--- config.mk ---
export PLATFORM = sky130hd
export DESIGN_NAME = hazard_pipe_tracker
export DESIGN_NICKNAME = d
export VERILOG_FILES = /design/src/rtl/pipeline_pkg.sv /design/src/rtl/hazard_stall_detect.sv /design/src/rtl/hazard_pipe_tracker.sv
export SDC_FILE = /design/constraint.sdc
export NUM_CORES = 1
export LEC_CHECK = 0
export ABC_AREA = 1
export CAP_MARGIN = 20
export CORE_AREA = 2 2 103 105
export CTS_BUF_LIST = sky130_fd_sc_hd__clkbuf_4 sky130_fd_sc_hd__clkbuf_8 sky130_fd_sc_hd__clkbuf_16
export DETAILED_ROUTE_END_ITERATION = 7
export DIE_AREA = 0 0 105 107
export PLACE_DENSITY_LB_ADDON = 0.2
export RECOVER_POWER = 25
export SYNTH_ARGS = -nofsm -noshare
export SYNTH_HDL_FRONTEND = slang
export SYNTH_SLANG_ARGS = --single-unit
--- constraint.sdc ---
create_clock -name clk -period 1.75 [get_ports clk]
set_clock_uncertainty 0.1 [all_clocks]
set_input_delay 0.175 -clock clk [delete_from_list [all_inputs] [get_ports clk]]
set_output_delay 0.175 -clock clk [all_outputs]
set_load 0.01 [all_outputs]
--- src/rtl/pipeline_pkg.sv ---
// rtl/pipeline_pkg.sv - opcodes and register-usage helpers shared by the hazard and forwarding logic
package pipeline_pkg;

    localparam int OPW_P  = 6;
    localparam int REGW_P = 5;

    localparam logic [OPW_P-1:0] RTYPE  = 6'h00;
    localparam logic [OPW_P-1:0] J      = 6'h02;
    localparam logic [OPW_P-1:0] BEQ    = 6'h04;
    localparam logic [OPW_P-1:0] BNE    = 6'h05;
    localparam logic [OPW_P-1:0] ADDI   = 6'h08;
    localparam logic [OPW_P-1:0] SLTI   = 6'h0A;
    localparam logic [OPW_P-1:0] LW     = 6'h23;
    localparam logic [OPW_P-1:0] SW     = 6'h2B;
    // Unsupported opcode: no forwarding detector ever matches it.
    localparam logic [OPW_P-1:0] BUBBLE = 6'h3F;

    // Destination register written by op; 0 means "writes nothing".
    function automatic logic [REGW_P-1:0] dest_reg(input logic [OPW_P-1:0] op,
                                                   input logic [REGW_P-1:0] rt,
                                                   input logic [REGW_P-1:0] rd);
        logic [REGW_P-1:0] d;
        d = '0;
        if (op == RTYPE)
            d = rd;
        else if (op == LW || op == ADDI || op == SLTI)
            d = rt;
        return d;
    endfunction

    function automatic logic reads_rs(input logic [OPW_P-1:0] op);
        return (op == RTYPE) || (op == LW) || (op == SW) || (op == ADDI) ||
               (op == SLTI)  || (op == BEQ) || (op == BNE);
    endfunction

    function automatic logic reads_rt(input logic [OPW_P-1:0] op);
        return (op == RTYPE) || (op == SW) || (op == BEQ) || (op == BNE);
    endfunction

endpackage

--- src/rtl/hazard_stall_detect.sv ---
// rtl/hazard_stall_detect.sv - combinational load-use / branch-on-ALU / branch-on-load stall detection
//
// Ports:
//   IDop, IDrs, IDrt, IDvalid : instruction currently in decode
//   EXop, EXrt, EXrd          : instruction in EX (registered by the top)
//   MEMop, MEMrt              : instruction in MEM (registered by the top)
//   stall                     : hold PC and IF/ID, bubble EX
module hazard_stall_detect
    import pipeline_pkg::*;
(
    input  logic [OPW_P-1:0]  IDop,
    input  logic [REGW_P-1:0] IDrs,
    input  logic [REGW_P-1:0] IDrt,
    input  logic              IDvalid,
    input  logic [OPW_P-1:0]  EXop,
    input  logic [REGW_P-1:0] EXrt,
    input  logic [REGW_P-1:0] EXrd,
    input  logic [OPW_P-1:0]  MEMop,
    input  logic [REGW_P-1:0] MEMrt,
    output logic              stall
);

    // $0 is hard-wired, so a zero register never produces a dependency.
    function automatic logic id_reads(input logic [REGW_P-1:0] r,
                                      input logic [OPW_P-1:0]  op,
                                      input logic [REGW_P-1:0] rs,
                                      input logic [REGW_P-1:0] rt);
        return (r != '0) &&
               ((reads_rs(op) && rs == r) || (reads_rt(op) && rt == r));
    endfunction

    logic w_id_branch;
    logic w_load_use;
    logic w_branch_alu;
    logic w_branch_load;

    assign w_id_branch   = (IDop == BEQ) || (IDop == BNE);

    assign w_load_use    = (EXop == LW) && id_reads(EXrt, IDop, IDrs, IDrt);

    // Branches compare in ID, so any EX result they need is not ready yet.
    assign w_branch_alu  = w_id_branch &&
                           id_reads(dest_reg(EXop, EXrt, EXrd), IDop, IDrs, IDrt);

    // Load data only exists at the end of MEM; there is no MEM->ID path for it.
    assign w_branch_load = w_id_branch && (MEMop == LW) &&
                           id_reads(MEMrt, IDop, IDrs, IDrt);

    assign stall = IDvalid && (w_load_use || w_branch_alu || w_branch_load);

endmodule

--- src/rtl/hazard_pipe_tracker.sv ---
// rtl/hazard_pipe_tracker.sv - ID->EX->MEM->WB op/register tracking with hazard stall and stall counter
//
// Ports:
//   clk, reset_n                 : clock, asynchronous active-low reset
//   IDop, IDrs, IDrt, IDrd       : decoded instruction in ID
//   IDvalid                      : ID holds a real instruction
//   flush                        : squash ID slot, EX receives a bubble
//   EX/MEM/WB op, rs, rt, rd     : registered stage fields for the forwarding detectors
//   stall                        : combinational stall request
//   stall_cycles                 : saturating count of stalled cycles
module hazard_pipe_tracker
    import pipeline_pkg::*;
#(
    parameter int OPW  = OPW_P,
    parameter int REGW = REGW_P,
    parameter int CNTW = 16
) (
    input  logic            clk,
    input  logic            reset_n,
    input  logic [OPW-1:0]  IDop,
    input  logic [REGW-1:0] IDrs,
    input  logic [REGW-1:0] IDrt,
    input  logic [REGW-1:0] IDrd,
    input  logic            IDvalid,
    input  logic            flush,
    output logic [OPW-1:0]  EXop,
    output logic [OPW-1:0]  MEMop,
    output logic [OPW-1:0]  WBop,
    output logic [REGW-1:0] EXrs,
    output logic [REGW-1:0] EXrt,
    output logic [REGW-1:0] EXrd,
    output logic [REGW-1:0] MEMrs,
    output logic [REGW-1:0] MEMrt,
    output logic [REGW-1:0] MEMrd,
    output logic [REGW-1:0] WBrs,
    output logic [REGW-1:0] WBrt,
    output logic [REGW-1:0] WBrd,
    output logic            stall,
    output logic [CNTW-1:0] stall_cycles
);

    logic [OPW-1:0]  r_ex_op,  r_mem_op, r_wb_op;
    logic [REGW-1:0] r_ex_rs,  r_ex_rt,  r_ex_rd;
    logic [REGW-1:0] r_mem_rs, r_mem_rt, r_mem_rd;
    logic [REGW-1:0] r_wb_rs,  r_wb_rt,  r_wb_rd;
    logic [CNTW-1:0] r_stall_cycles;
    logic            w_stall;
    logic            w_ex_bubble;

    hazard_stall_detect u_detect (
        .IDop    (IDop),
        .IDrs    (IDrs),
        .IDrt    (IDrt),
        .IDvalid (IDvalid),
        .EXop    (r_ex_op),
        .EXrt    (r_ex_rt),
        .EXrd    (r_ex_rd),
        .MEMop   (r_mem_op),
        .MEMrt   (r_mem_rt),
        .stall   (w_stall)
    );

    assign w_ex_bubble = w_stall || flush || !IDvalid;

    // MEM and WB always advance; only the ID->EX hop is gated.
    always_ff @(posedge clk or negedge reset_n) begin
        if (!reset_n) begin
            r_ex_op  <= OPW'(BUBBLE);
            r_mem_op <= OPW'(BUBBLE);
            r_wb_op  <= OPW'(BUBBLE);
            r_ex_rs  <= '0;
            r_ex_rt  <= '0;
            r_ex_rd  <= '0;
            r_mem_rs <= '0;
            r_mem_rt <= '0;
            r_mem_rd <= '0;
            r_wb_rs  <= '0;
            r_wb_rt  <= '0;
            r_wb_rd  <= '0;
        end else begin
            r_wb_op  <= r_mem_op;
            r_wb_rs  <= r_mem_rs;
            r_wb_rt  <= r_mem_rt;
            r_wb_rd  <= r_mem_rd;
            r_mem_op <= r_ex_op;
            r_mem_rs <= r_ex_rs;
            r_mem_rt <= r_ex_rt;
            r_mem_rd <= r_ex_rd;
            if (w_ex_bubble) begin
                r_ex_op <= OPW'(BUBBLE);
                r_ex_rs <= '0;
                r_ex_rt <= '0;
                r_ex_rd <= '0;
            end else begin
                r_ex_op <= IDop;
                r_ex_rs <= IDrs;
                r_ex_rt <= IDrt;
                r_ex_rd <= IDrd;
            end
        end
    end

    always_ff @(posedge clk or negedge reset_n) begin
        if (!reset_n)
            r_stall_cycles <= '0;
        else if (w_stall && (r_stall_cycles != {CNTW{1'b1}}))
            r_stall_cycles <= r_stall_cycles + 1'b1;
    end

    assign EXop         = r_ex_op;
    assign MEMop        = r_mem_op;
    assign WBop         = r_wb_op;
    assign EXrs         = r_ex_rs;
    assign EXrt         = r_ex_rt;
    assign EXrd         = r_ex_rd;
    assign MEMrs        = r_mem_rs;
    assign MEMrt        = r_mem_rt;
    assign MEMrd        = r_mem_rd;
    assign WBrs         = r_wb_rs;
    assign WBrt         = r_wb_rt;
    assign WBrd         = r_wb_rd;
    assign stall        = w_stall;
    assign stall_cycles = r_stall_cycles;

endmodule

==> qor.txt <==
status = finished with violations
violated checks = negative setup slack
Worst-path clk slew = 0.08 ns
worst skew pair latency = 0.34 ns
Area after DPL = 5301 um^2
chip height = 107 um
post-layout minimum cycle time = 2.422 ns
Crit Path Max Fanout = 5
final hold vios = 0
antenna cells = 0
IO Pins = 105
GR Util All Layers = 17.16%
first-pass GRT wire length = 15.38 mm
initial antenna violation count = 0
Main synth FF type = dfrtp_1
CTS buffer count = 9
CP Capture Type = primary output
Power Total = 0.003984 W
Design Area, Final = 5809 um^2
die width = 105 um
CP endpoint = stall
CTS root buf = clkbuf_8
CTS HTree Levels = 3
Pins Over Slew Limit = 0
number of synthesized flops with an enable pin = 0
core area = 10090 um^2
syn avg cell area = 8.893 um^2
Routed Antenna Nets = 0
leakage = 2.941 nW
total gr overflow = 0
die area = 11240 um^2
Slew @ Worst Pin = 0.7292 ns
share of layout cells above drive strength 1 = 30.15%
Layout Area Growth over Synthesis = 67.92%
CTS tree = done
flops & latches, synth = 79
Nets = 618
final setup fails = 38
FF-to-FF setup slack = -0.56 ns
FF-to-FF End = stall_cycles[2]$_DFFE_PN0P_
share of the synthesized area in the top cell type = 44.12%
synth cell count leaders = 99 x nand2_1, 61 x dfrtp_1, 58 x inv_1
CP arrival = 2.15 ns
wire per inst = 13.22 um
crit path from = EXop[3]$_DFF_PN1_
Peak supply drop = 0.4200 mV
routed vias/inst = 4.491
Slew headroom = 51.39%
Site Rows = 37
Setup TNS Final = -16.56 ns
crit start category = flop
area leader, netlist = dfrtp_1
final period utilization = 138.4%
Async S/R FF share, synth = 100.0%
Max Fclk = 0.4128 GHz
Power Dens Cells = 685.9 nW/um^2
reg2reg path depth = 16
Area contributors post-synth = dfrtp_1 44%, dfstp_2 14%, nand2_1 11%
Seq/Total Area, Yosys = 57.79%
largest net degree at the start of global routing = 46
Remaining DRCs = 0
gpl congestion = 0.9016
vias in the first global route = 3351
Max clock buf depth = 2
HPWL after DPL = 7.222 mm
Crit path top cell by count = nand2_4
Iter 0 DRT Violations = 122
worst hold path type = in -> reg
crit-path max cell delay = 0.55 ns
DRT Pass-1 Iters = 4
Netlist cell types = 28
Num Clock Sinks = 79
Worst R2R Start = EXop[3]$_DFF_PN1_
CP cell instances = inv_2 -> nor2_2 -> nand3_2 -> nand2_8 -> nand2_4 -> nand3_1 -> nand2_1 -> nor2_2 -> nand3_1 -> nand2_1 -> nand2_2 -> nand2_4 -> nand2_4 -> inv_2 -> buf_6
crit path kind = reg -> out
slowest CP cell = dfstp_2
worst setup margin = -0.6724 ns
Cells after Synth = 389
Initial Util = 34.28%
Max-cap violations = 0
Req. time, crit path = 1.47 ns
Synthesis Warnings = 0
routed vias = 3292
post-detailed-routing wire length = 9.687 mm
RSZ-0062 raised after global routing = true
dominant cell by count in the synthesized netlist = nand2_1
Port Buf Inserts = 104
Synth Cell Area = 3460 um^2
Hold Path Depth = 3
syn nets = 415
-- flip-flops by register name, indices dropped and copies added (netlist names) --
register,flops
stall_cycles,16
EXop,6
MEMop,6
WBop,6
EXrd,5
EXrs,5
EXrt,5
MEMrd,5
MEMrs,5
MEMrt,5
WBrd,5
WBrs,5
WBrt,5
-- what timing repair did --
| action | CTS | global route |
|---|---|---|
| hold buffers | 1 | 0 |
| resized for setup | 38 | 57 |
| pin swaps | 10 | 16 |
| endpoints found under the setup margin | 54 | 42 |
| endpoints found under the hold margin | 34 | 0 |
| buffers inserted | 1 | 3 |
-- per-stage QoR --
step                      hold WS [ns]  setup WS, ns  cells  util, %
after CTS                       0.2019       -0.6667    730    55.42
after floorplan                -0.2206       -0.2389    389        -
after global placement         0.02664       -0.8115    712    52.53
after detailed placement       0.02748       -0.9455    712    52.53
final                           0.2415       -0.6724    733    57.56
after global routing            0.2495       -0.8513    733    57.56
-- report_power, final --
group	total, W	internal (W)	leakage, nW	switching, W
registers	0.00193	0.00189	1.01	0.0000390
clock network	0.00157	0.000903	0.117	0.000664
logic	0.000485	0.000258	1.82	0.000227
-- cells by family after synthesis --
kind of cell / synth area share [%]
flip-flops: 57.79
XOR/XNOR: 3.798
buffers and inverters: 7.848
AO/OA/AOI/OAI: 1.845
adder cells (fa/ha/maj): 0.3616
AND/OR/NAND/NOR: 28.35
-- routing by layer --
layer	track usage (%)	vias to the layer above	part of all wire, %
li1	-	1639	-
met1	20.58	1549	41
met2	31.03	90	52
met3	3.830	14	5.3
met4	4.667	0	1.5
met5	0	-	0
-- final cells by class --
type                       count  area, um^2
tap                          136       170.2
sequential                    79        2002
multi-input combinational    245        1401
fill                         951        4283
clock buffer                  12       158.9
inverter                      59       229.0
timing repair buffer         198        1772
clock inverter                 4       76.32
-- cell usage in the layout (no fill, tap or decap), types with 6 or more instances in the layout --
master            n
clkdlybuf4s50_1  82
buf_4            80
nand2_1          75
dfrtp_1          59
inv_1            53
nor2_1           37
nand3_1          29
nand4_1          22
dfstp_2          18
dlygate4sd2_1    14
nand2_4          13
nand2_2          13
clkbuf_8         11
xor2_1            8
xnor2_1           7
clkbuf_4          7
nor2_2            6
nor3_1            6
-- worst max-delay path: cells and delay by family, from the launching register on --
kind                   cells  cell delay (ns)
buffers and inverters      3             0.19
DFF                        1             0.55
and+or+nand+nor           12             1.04
-- worst min-delay path by stage --
stage	start	endpoint
3_5_place_dp	reset_n	WBrt[3]$_DFF_PN0_
6_report	IDrd[2]	EXrd[2]$_DFF_PN0_
3_3_place_gp	reset_n	WBrs[0]$_DFF_PN0_
2_1_floorplan	reset_n	EXrd[0]$_DFF_PN0_
4_1_cts	reset_n	WBrs[0]$_DFF_PN0_
5_1_grt	IDrd[4]	EXrd[4]$_DFF_PN0_
Note: power is estimated with default switching activity, not from simulation.
